`config.mk`:
```
export PLATFORM = sky130hd
export DESIGN_NAME = skinny_inv_sbox8_dom1_hs
export DESIGN_NICKNAME = d
export VERILOG_FILES = /design/src/rtl/skinny_sbox_dom_pkg.sv /design/src/rtl/skinny_inv_sbox8_dom1_hs_gadget.sv /design/src/rtl/skinny_inv_sbox8_dom1_hs.sv
export SDC_FILE = /design/constraint.sdc
export NUM_CORES = 1
export LEC_CHECK = 0
export CAP_MARGIN = 20
export CORE_UTILIZATION = 50
export CTS_CLUSTER_SIZE = 10
export DETAILED_ROUTE_END_ITERATION = 12
export GPL_ROUTABILITY_DRIVEN = 1
export HOLD_SLACK_MARGIN = 0.1
export PLACE_DENSITY = 0.86
export SLEW_MARGIN = 0
export SYNTH_ARGS = -nofsm -noshare
export SYNTH_HDL_FRONTEND = slang
export SYNTH_SLANG_ARGS = --single-unit
```
`constraint.sdc`:
```
create_clock -name clk -period 2.4 [get_ports clk]
set_input_delay 0.24 -clock clk [delete_from_list [all_inputs] [get_ports clk]]
set_output_delay 0.24 -clock clk [all_outputs]
set_load 0.05 [all_outputs]
```
`src/rtl/skinny_sbox_dom_pkg.sv`:
```
// Shared constants, FSM state type and the unmasked reference function
// for the first-order DOM-masked SKINNY-128 inverse 8-bit S-box.
package skinny_sbox_dom_pkg;

    localparam int SBOX_LEVELS = 4;
    localparam int CNT_W       = 2;

    // Last BUSY count: level 4 is registered on the edge that leaves BUSY.
    localparam logic [CNT_W-1:0] CNT_LAST = CNT_W'(SBOX_LEVELS - 1);

    typedef enum logic [1:0] {
        IDLE = 2'd0,
        BUSY = 2'd1,
        DONE = 2'd2
    } state_e;

    // Unmasked inverse S-box, used by checkers as the golden function.
    function automatic logic [7:0] inv_sbox8(input logic [7:0] o);
        logic [7:0] b;
        b       = 8'h00;
        b[2]    = ~(o[3] | o[1]) ^ o[0];
        b[3]    = ~(o[7] | o[6]) ^ o[4];
        b[7]    = ~(o[2] | o[7]) ^ o[1];
        b[5]    = ~(o[6] | o[5]) ^ o[7];
        b[1]    = ~(o[5] | b[3]) ^ o[3];
        b[0]    = ~(b[3] | b[2]) ^ o[5];
        b[6]    = ~(b[2] | b[1]) ^ o[2];
        b[4]    = ~(b[7] | b[6]) ^ o[6];
        return b;
    endfunction

endpackage

```
`src/rtl/skinny_inv_sbox8_dom1_hs_gadget.sv`:
```
// One first-order DOM-Indep masked nor-xor gadget: f = nor(x,y) ^ z.
// Index [1] is share 1, index [0] is share 0. Inner and cross terms are
// registered separately before being combined, so the two shares of x or y
// never meet in the same combinational cone.
module dom1_nor_xor_gadget (
    input  logic       clk,
    input  logic       rst_n,
    input  logic [1:0] x,
    input  logic [1:0] y,
    input  logic [1:0] z,
    input  logic       r,
    output logic [1:0] f
);

    logic inner1_r;
    logic inner0_r;
    logic cross1_r;
    logic cross0_r;

    // Register the two inner-domain terms and the two refreshed cross terms.
    always_ff @(posedge clk) begin
        if (!rst_n) begin
            inner1_r <= 1'b0;
            inner0_r <= 1'b0;
            cross1_r <= 1'b0;
            cross0_r <= 1'b0;
        end else begin
            inner1_r <= (~x[1] & ~y[1]) ^ z[1];
            inner0_r <= (x[0] & y[0]) ^ z[0];
            cross1_r <= (~x[1] & y[0]) ^ r;
            cross0_r <= (~y[1] & x[0]) ^ r;
        end
    end

    assign f = {cross1_r ^ inner1_r, cross0_r ^ inner0_r};

endmodule

```
`src/rtl/skinny_inv_sbox8_dom1_hs.sv`:
```
// First-order DOM masked SKINNY-128 inverse 8-bit S-box with valid/ready
// handshakes on both sides. One evaluation in flight; 4 gadget levels,
// one clock each. Operands are held in registers for the whole computation.
// Optional build macro SKINNY_INV_SBOX_CLEAR_EN: zero the operand registers
// on the output handshake so no stale shares linger in the datapath.
module skinny_inv_sbox8_dom1_hs
    import skinny_sbox_dom_pkg::*;
(
    input  logic       clk,
    input  logic       rst_n,
    input  logic [7:0] si1,
    input  logic [7:0] si0,
    input  logic [7:0] r,
    input  logic       in_valid,
    output logic       in_ready,
    output logic [7:0] bo1,
    output logic [7:0] bo0,
    output logic       out_valid,
    input  logic       out_ready
);

    state_e           state_r;
    logic [CNT_W-1:0] cnt_r;
    logic             in_ready_r;
    logic             out_valid_r;

    logic [7:0]       op1_r;
    logic [7:0]       op0_r;
    logic [7:0]       opr_r;

    logic [1:0]       o_s  [0:7];
    logic [1:0]       bf_s [0:7];
    logic [7:0]       bo1_s;
    logic [7:0]       bo0_s;

    // Control FSM with registered handshake outputs.
    always_ff @(posedge clk) begin
        if (!rst_n) begin
            state_r     <= IDLE;
            cnt_r       <= {CNT_W{1'b0}};
            in_ready_r  <= 1'b1;
            out_valid_r <= 1'b0;
        end else begin
            case (state_r)
                IDLE: begin
                    if (in_valid) begin
                        state_r    <= BUSY;
                        cnt_r      <= {CNT_W{1'b0}};
                        in_ready_r <= 1'b0;
                    end else begin
                        in_ready_r <= 1'b1;
                    end
                end
                BUSY: begin
                    cnt_r <= cnt_r + 2'd1;
                    if (cnt_r == CNT_LAST) begin
                        state_r     <= DONE;
                        out_valid_r <= 1'b1;
                    end else begin
                        out_valid_r <= 1'b0;
                    end
                end
                DONE: begin
                    if (out_ready) begin
                        state_r     <= IDLE;
                        out_valid_r <= 1'b0;
                        in_ready_r  <= 1'b1;
                    end else begin
                        out_valid_r <= 1'b1;
                    end
                end
                default: begin
                    state_r     <= IDLE;
                    cnt_r       <= {CNT_W{1'b0}};
                    in_ready_r  <= 1'b1;
                    out_valid_r <= 1'b0;
                end
            endcase
        end
    end

    // Operand register: capture shares and mask on accept, hold until consumed.
    always_ff @(posedge clk) begin
        if (!rst_n) begin
            op1_r <= 8'h00;
            op0_r <= 8'h00;
            opr_r <= 8'h00;
        end else if (in_valid && in_ready_r) begin
            op1_r <= si1;
            op0_r <= si0;
            opr_r <= r;
`ifdef SKINNY_INV_SBOX_CLEAR_EN
        end else if (out_valid_r && out_ready) begin
            op1_r <= 8'h00;
            op0_r <= 8'h00;
            opr_r <= 8'h00;
`endif
        end else begin
            op1_r <= op1_r;
            op0_r <= op0_r;
            opr_r <= opr_r;
        end
    end

    // Pair up operand share bits and split gadget outputs back into shares.
    always_comb begin
        bo1_s = 8'h00;
        bo0_s = 8'h00;
        for (int i = 0; i < 8; i++) begin
            o_s[i]   = {op1_r[i], op0_r[i]};
            bo1_s[i] = bf_s[i][1];
            bo0_s[i] = bf_s[i][0];
        end
    end

    // Level 1
    dom1_nor_xor_gadget u_b2 (.clk(clk), .rst_n(rst_n), .x(o_s[3]),  .y(o_s[1]),  .z(o_s[0]), .r(opr_r[0]), .f(bf_s[2]));
    dom1_nor_xor_gadget u_b3 (.clk(clk), .rst_n(rst_n), .x(o_s[7]),  .y(o_s[6]),  .z(o_s[4]), .r(opr_r[1]), .f(bf_s[3]));
    dom1_nor_xor_gadget u_b7 (.clk(clk), .rst_n(rst_n), .x(o_s[2]),  .y(o_s[7]),  .z(o_s[1]), .r(opr_r[2]), .f(bf_s[7]));
    dom1_nor_xor_gadget u_b5 (.clk(clk), .rst_n(rst_n), .x(o_s[6]),  .y(o_s[5]),  .z(o_s[7]), .r(opr_r[3]), .f(bf_s[5]));
    // Level 2
    dom1_nor_xor_gadget u_b1 (.clk(clk), .rst_n(rst_n), .x(o_s[5]),  .y(bf_s[3]), .z(o_s[3]), .r(opr_r[4]), .f(bf_s[1]));
    dom1_nor_xor_gadget u_b0 (.clk(clk), .rst_n(rst_n), .x(bf_s[3]), .y(bf_s[2]), .z(o_s[5]), .r(opr_r[5]), .f(bf_s[0]));
    // Level 3
    dom1_nor_xor_gadget u_b6 (.clk(clk), .rst_n(rst_n), .x(bf_s[2]), .y(bf_s[1]), .z(o_s[2]), .r(opr_r[6]), .f(bf_s[6]));
    // Level 4
    dom1_nor_xor_gadget u_b4 (.clk(clk), .rst_n(rst_n), .x(bf_s[7]), .y(bf_s[6]), .z(o_s[6]), .r(opr_r[7]), .f(bf_s[4]));

    assign bo1       = bo1_s;
    assign bo0       = bo0_s;
    assign in_ready  = in_ready_r;
    assign out_valid = out_valid_r;

endmodule
```
### Yosys cells after proc, flatten, opt, wreduce, memory -nomap -nowiden

Index checks and enable logic that the tools add are counted.
W data, S select, Z words.

| word-level totals | value |
|---|---|
| bits in registers | 62 |

| cells by class | value |
|---|---|
| muxes and demuxes | 12 |
| reduce and logical (&&, ||, !) cells | 5 |
| add/subtract/negate cells | 1 |
| bitwise gates (word level) | 93 |
| equality and inequality tests | 6 |

Operators with widths:

| operator | count |
|---|---|
| $xor A1 B1 Y1 | 48 |
| $and A1 B1 Y1 | 32 |
| $not A1 Y1 | 13 |
| $pmux W2 S3 | 2 |
| $mux W2 | 4 |
| $ne A2 B2 Y1 const B | 3 |
| $pmux W1 S3 | 2 |
| $eq A2 B2 Y1 const B | 2 |
| $mux W1 | 4 |
| $reduce_and A2 Y1 | 2 |
| $reduce_and A3 Y1 | 1 |
| $add A2 B1 Y2 const B | 1 |
| $eq A2 B1 Y1 const B | 1 |
| $logic_not A2 Y1 | 1 |
| $logic_and A1 B1 Y1 | 1 |

### Longest topological paths before layout

| logic depth | value |
|---|---|
| depth after elaboration | 4 |
| gate-level depth with buffers | 5 |
| depth with buffers taken out | 5 |

### By module

Synthesis repeated with hierarchy kept, for this count alone.

| second synthesis, totals | value |
|---|---|
| cells, all modules | 300 |
| area total of the unflattened synthesis | 2738.9 um2 |

By module, submodules not included:

| module | cells each | area an instance (um2) | times used |
|---|---|---|---|
| dom1_nor_xor_gadget | 19 | 185.2 | 8 |
| skinny_inv_sbox8_dom1_hs | 148 | 1257.5 | 1 |

### Worst setup path after synthesis

OpenSTA, ideal clock, no wires.

| timing path | value |
|---|---|
| path type | register -> register |
| start | register u_b3.cross1_r |
| end | register u_b0.inner1_r |
| cell stages (with the launch flop) | 4 |
| path buffers | 0 |
| setup time | 0.076 ns |
| setup slack | 0.740 ns |
| data required time | 2.324 ns |
| arrival time | 1.585 ns |
| clock period less this slack | 1.660 ns |
| cells stage by stage | dfxtp_1 -> xor2_1 -> o21ai_0 -> a21boi_0 |

| between the ends | value |
|---|---|
| cells in the longest elaborated chain, start to end | 4 |

RTL lines:

| element | line | source |
|---|---|---|
| start: declaration | skinny_inv_sbox8_dom1_hs_gadget.sv:17 | `logic cross1_r;` |
| start signal: assignment | skinny_inv_sbox8_dom1_hs_gadget.sv:30 | `cross1_r <= (~x[1] & y[0]) ^ r;` |
| $xor A1 B1 Y1 | skinny_inv_sbox8_dom1_hs_gadget.sv:35 | `assign f = {cross1_r ^ inner1_r, cross0_r ^ inner0_r};` |
| net bo1[3] | skinny_inv_sbox8_dom1_hs.sv:16 | `output logic [7:0] bo1,` |
| $not A1 Y1 | skinny_inv_sbox8_dom1_hs_gadget.sv:28 | `inner1_r <= (~x[1] & ~y[1]) ^ z[1];` |
| $and A1 B1 Y1 | skinny_inv_sbox8_dom1_hs_gadget.sv:28 |  |
| $xor A1 B1 Y1 | skinny_inv_sbox8_dom1_hs_gadget.sv:28 |  |
| end signal: assignment | skinny_inv_sbox8_dom1_hs_gadget.sv:28 |  |
| end: declaration | skinny_inv_sbox8_dom1_hs_gadget.sv:15 | `logic inner1_r;` |

The timed path passes the listed nets, and every way through them passes these cells.
A chain may end at the register's enable or synchronous reset.

### Worst setup path in the final report

| timing path | value |
|---|---|
| start | register u_b3.cross1_r |
| end | output bo1[3] |

| between the ends | value |
|---|---|
| cells in the longest elaborated chain, start to end | 1 |

RTL lines:

| element | line |
|---|---|
| $xor A1 B1 Y1 | skinny_inv_sbox8_dom1_hs_gadget.sv:35 |
| end: declaration | skinny_inv_sbox8_dom1_hs.sv:16 |

No other way between the ends.

==> metrics.yaml <==
drt_iter0_markers: 132
hold_class: "input pin to register"
clockRootBuffer: "clkbuf_8"
seqPwrFrac_pct: 38.5
swShare_pct: 32.9
netlist_area_um2: 2680
postCtsHoldBufs: 0
cts_resized: 0
dieArea_um2: 5660
final_max_slew_viol_count: 0
holdCritStartpoint: "si1[4]"
antenna_found_initial: 0
p_leak_nw: 1.37
fin_skew_ps: 6.75
final_cell_mix: "nand2_1, dfxtp_1, clkdlybuf4s50_1"
r2r-end: "state_r[0]"
place_congestion: 0.810
yosys.cell_types.count: 22
grt-ovfl-total: 0
netlist.area_leader.share_pct: 46.2
p_sw_mw: 1.09
first_global_vias: 1918
cp-end-kind: "primary output"
cts.path.max_buffers: 2
cts_setup_buffers: 0
pre_cts_slack_ps: 573
relSlewSlack_pct: 46.7
multi_input_area_um2: 1350
cp_data_arrival_time_ps: 1960
io_pins: 46
setup_viol: 0
grt_usage_pct: 21.0
diodes: 0
syn_nets: 336
yosysTopAreaCell: "dfxtp_1"
fill_cells: 452
r2r-start: "state_r[0]"
wire_per_inst_um: 12.6
p_int_mw: 2.21
p_comb_share_pct: 29.3
hold_depth: 3
hold_ws_ps: 449
power_frac_clock_pct: 32.3
synth_seq_area_share_pct: 46.2
core-area_um2: 5140
setup_tns_ps: 0
postSynthCellCount: 302
syn_area_per_cell_um2: 8.89
fin_ws_ps: 199
netlist_top_cells_area: "dfxtp_1, nand2_1, a21boi_0"
fp.dieH_um: 75.3
fp.dieW_um: 75.3
rsz0062_at_grt: "no"
whs_endpoint: "op1_r[4]"
vias: 2092
tightest_slew_ps: 798
initial_core_util_pct: 52.2
yosysWarnings: 0
critPathKind: "register to primary output"
crit_fanout: 7
p_per_area_nw_per_um2: 965
io_buffers: 45
drv_cap: 0
clkTransAtPathRegs_ps: 70
fin_crit_sh_pct: 91.7
max_freq_mhz: 454
firstDrtPassIters: 4
power_mw: 3.30
r2r_slack_ps: 870
final_common_cell: "nand2_1"
r2r_cells: 5
route.detailed.drc: 0
fin_nets: 382
cts_sinks: 62
grt_pass1_wl_um: 8580
cts_buffers: 9
drive_above_1_share_pct: 5.10
place_hpwl_um: 3680
status: "complete, no violations"
synth.ff_latch_count: 62
final_hold_viol_count: 0
period_needed_ps: 2200
clk_latency_ps: 330
grt_max_degree: 65
start_kind: "register"
ir_drop_v: 0.000475
htreeDepth: 3
via_per_inst: 4.95
seq_area_um2: 1240
area_growth_pct: 27.4
rows: 26
drtAntennaViolNets: 0
wl_um: 5330
final_core_util_pct: 66.5
worstPathRequired_ps: 2160
cts_tree: "done"
## critical path, cell delays in order, from the launching register on
cell and delay [ps]:
dfxtp_1 320, xor2_1 400, clkdlybuf4s50_1 900
## how the worst max path moves through the flow
stage	slack (ps)	start	end
final	200	u_b3.cross1_r	bo1[3]
after global routing	120	u_b3.inner1_r	bo1[3]
after CTS	190	u_b3.inner1_r	bo1[3]
after detailed placement	570	u_b3.inner1_r	bo1[3]
after global placement	630	u_b3.cross1_r	bo1[3]
after floorplan	740	u_b3.cross1_r	u_b0.inner1_r
## layout make-up
cell class / instances / area share, %
inverters: 10 / 1.10
clock inverters: 3 / 1.90
clock buffers: 13 / 4.94
flip-flops and latches: 62 / 36.3
multi-input cells: 218 / 39.6
well taps: 70 / 2.56
repair buffers: 47 / 13.6
## per-layer routing
layer | vias up | global-route usage [%] | wire, µm
li1 | 1075 | - | -
met1 | 956 | 25.9 | 2560
met2 | 47 | 33.4 | 2450
met3 | 14 | 4.02 | 160
met4 | 0 | 14.0 | 167
met5 | - | 0 | 0
## power groups by stage
stage               clock network [mW]  logic (mW)  registers (mW)
detailed placement                   0       0.968            1.29
CTS                               1.08       0.975            1.27
floorplan                            0       0.680            1.28
global route                      1.11        1.06            1.29
global placement                     0       0.943            1.28
finish                            1.06       0.966            1.27
## sequential cells by signal, indices dropped and copies added, names as in the netlist, 2 cells and up
| signal | cells |
|---|---|
| op0_r | 8 |
| op1_r | 8 |
| opr_r | 8 |
| cnt_r | 2 |
| state_r | 2 |
## stage by stage
step	cell area [µm²]	std cells
after floorplan	2680	302
after global placement	3190	407
after detailed placement	3190	407
after CTS	3420	423
after global routing	3420	423
final	3420	423
## synthesized netlist by cell type
master	number
inv_2	1
o21ai_0	16
nor2_1	8
and2_1	12
buf_2	5
xor2_1	11
or3_1	14
xnor2_1	16
a21oi_1	1
a21boi_1	9
or4_1	1
a21boi_0	31
nand2b_1	12
nand2_1	65
mux2i_1	10
ha_1	6
inv_1	9
nor2b_1	3
clkbuf_1	7
nor3_1	2
dfxtp_1	62
a211o_1	1
## logic make-up after synthesis
logic type	Yosys count	share of synthesized area (%)
xor+xnor	27	8.81
simple gates	117	20.4
flops	62	46.2
compound gates	58	14.7
fa+ha+maj	6	2.80
mux	10	3.73
buf+inv	22	3.31
Power figures use the tool's default switching activity.
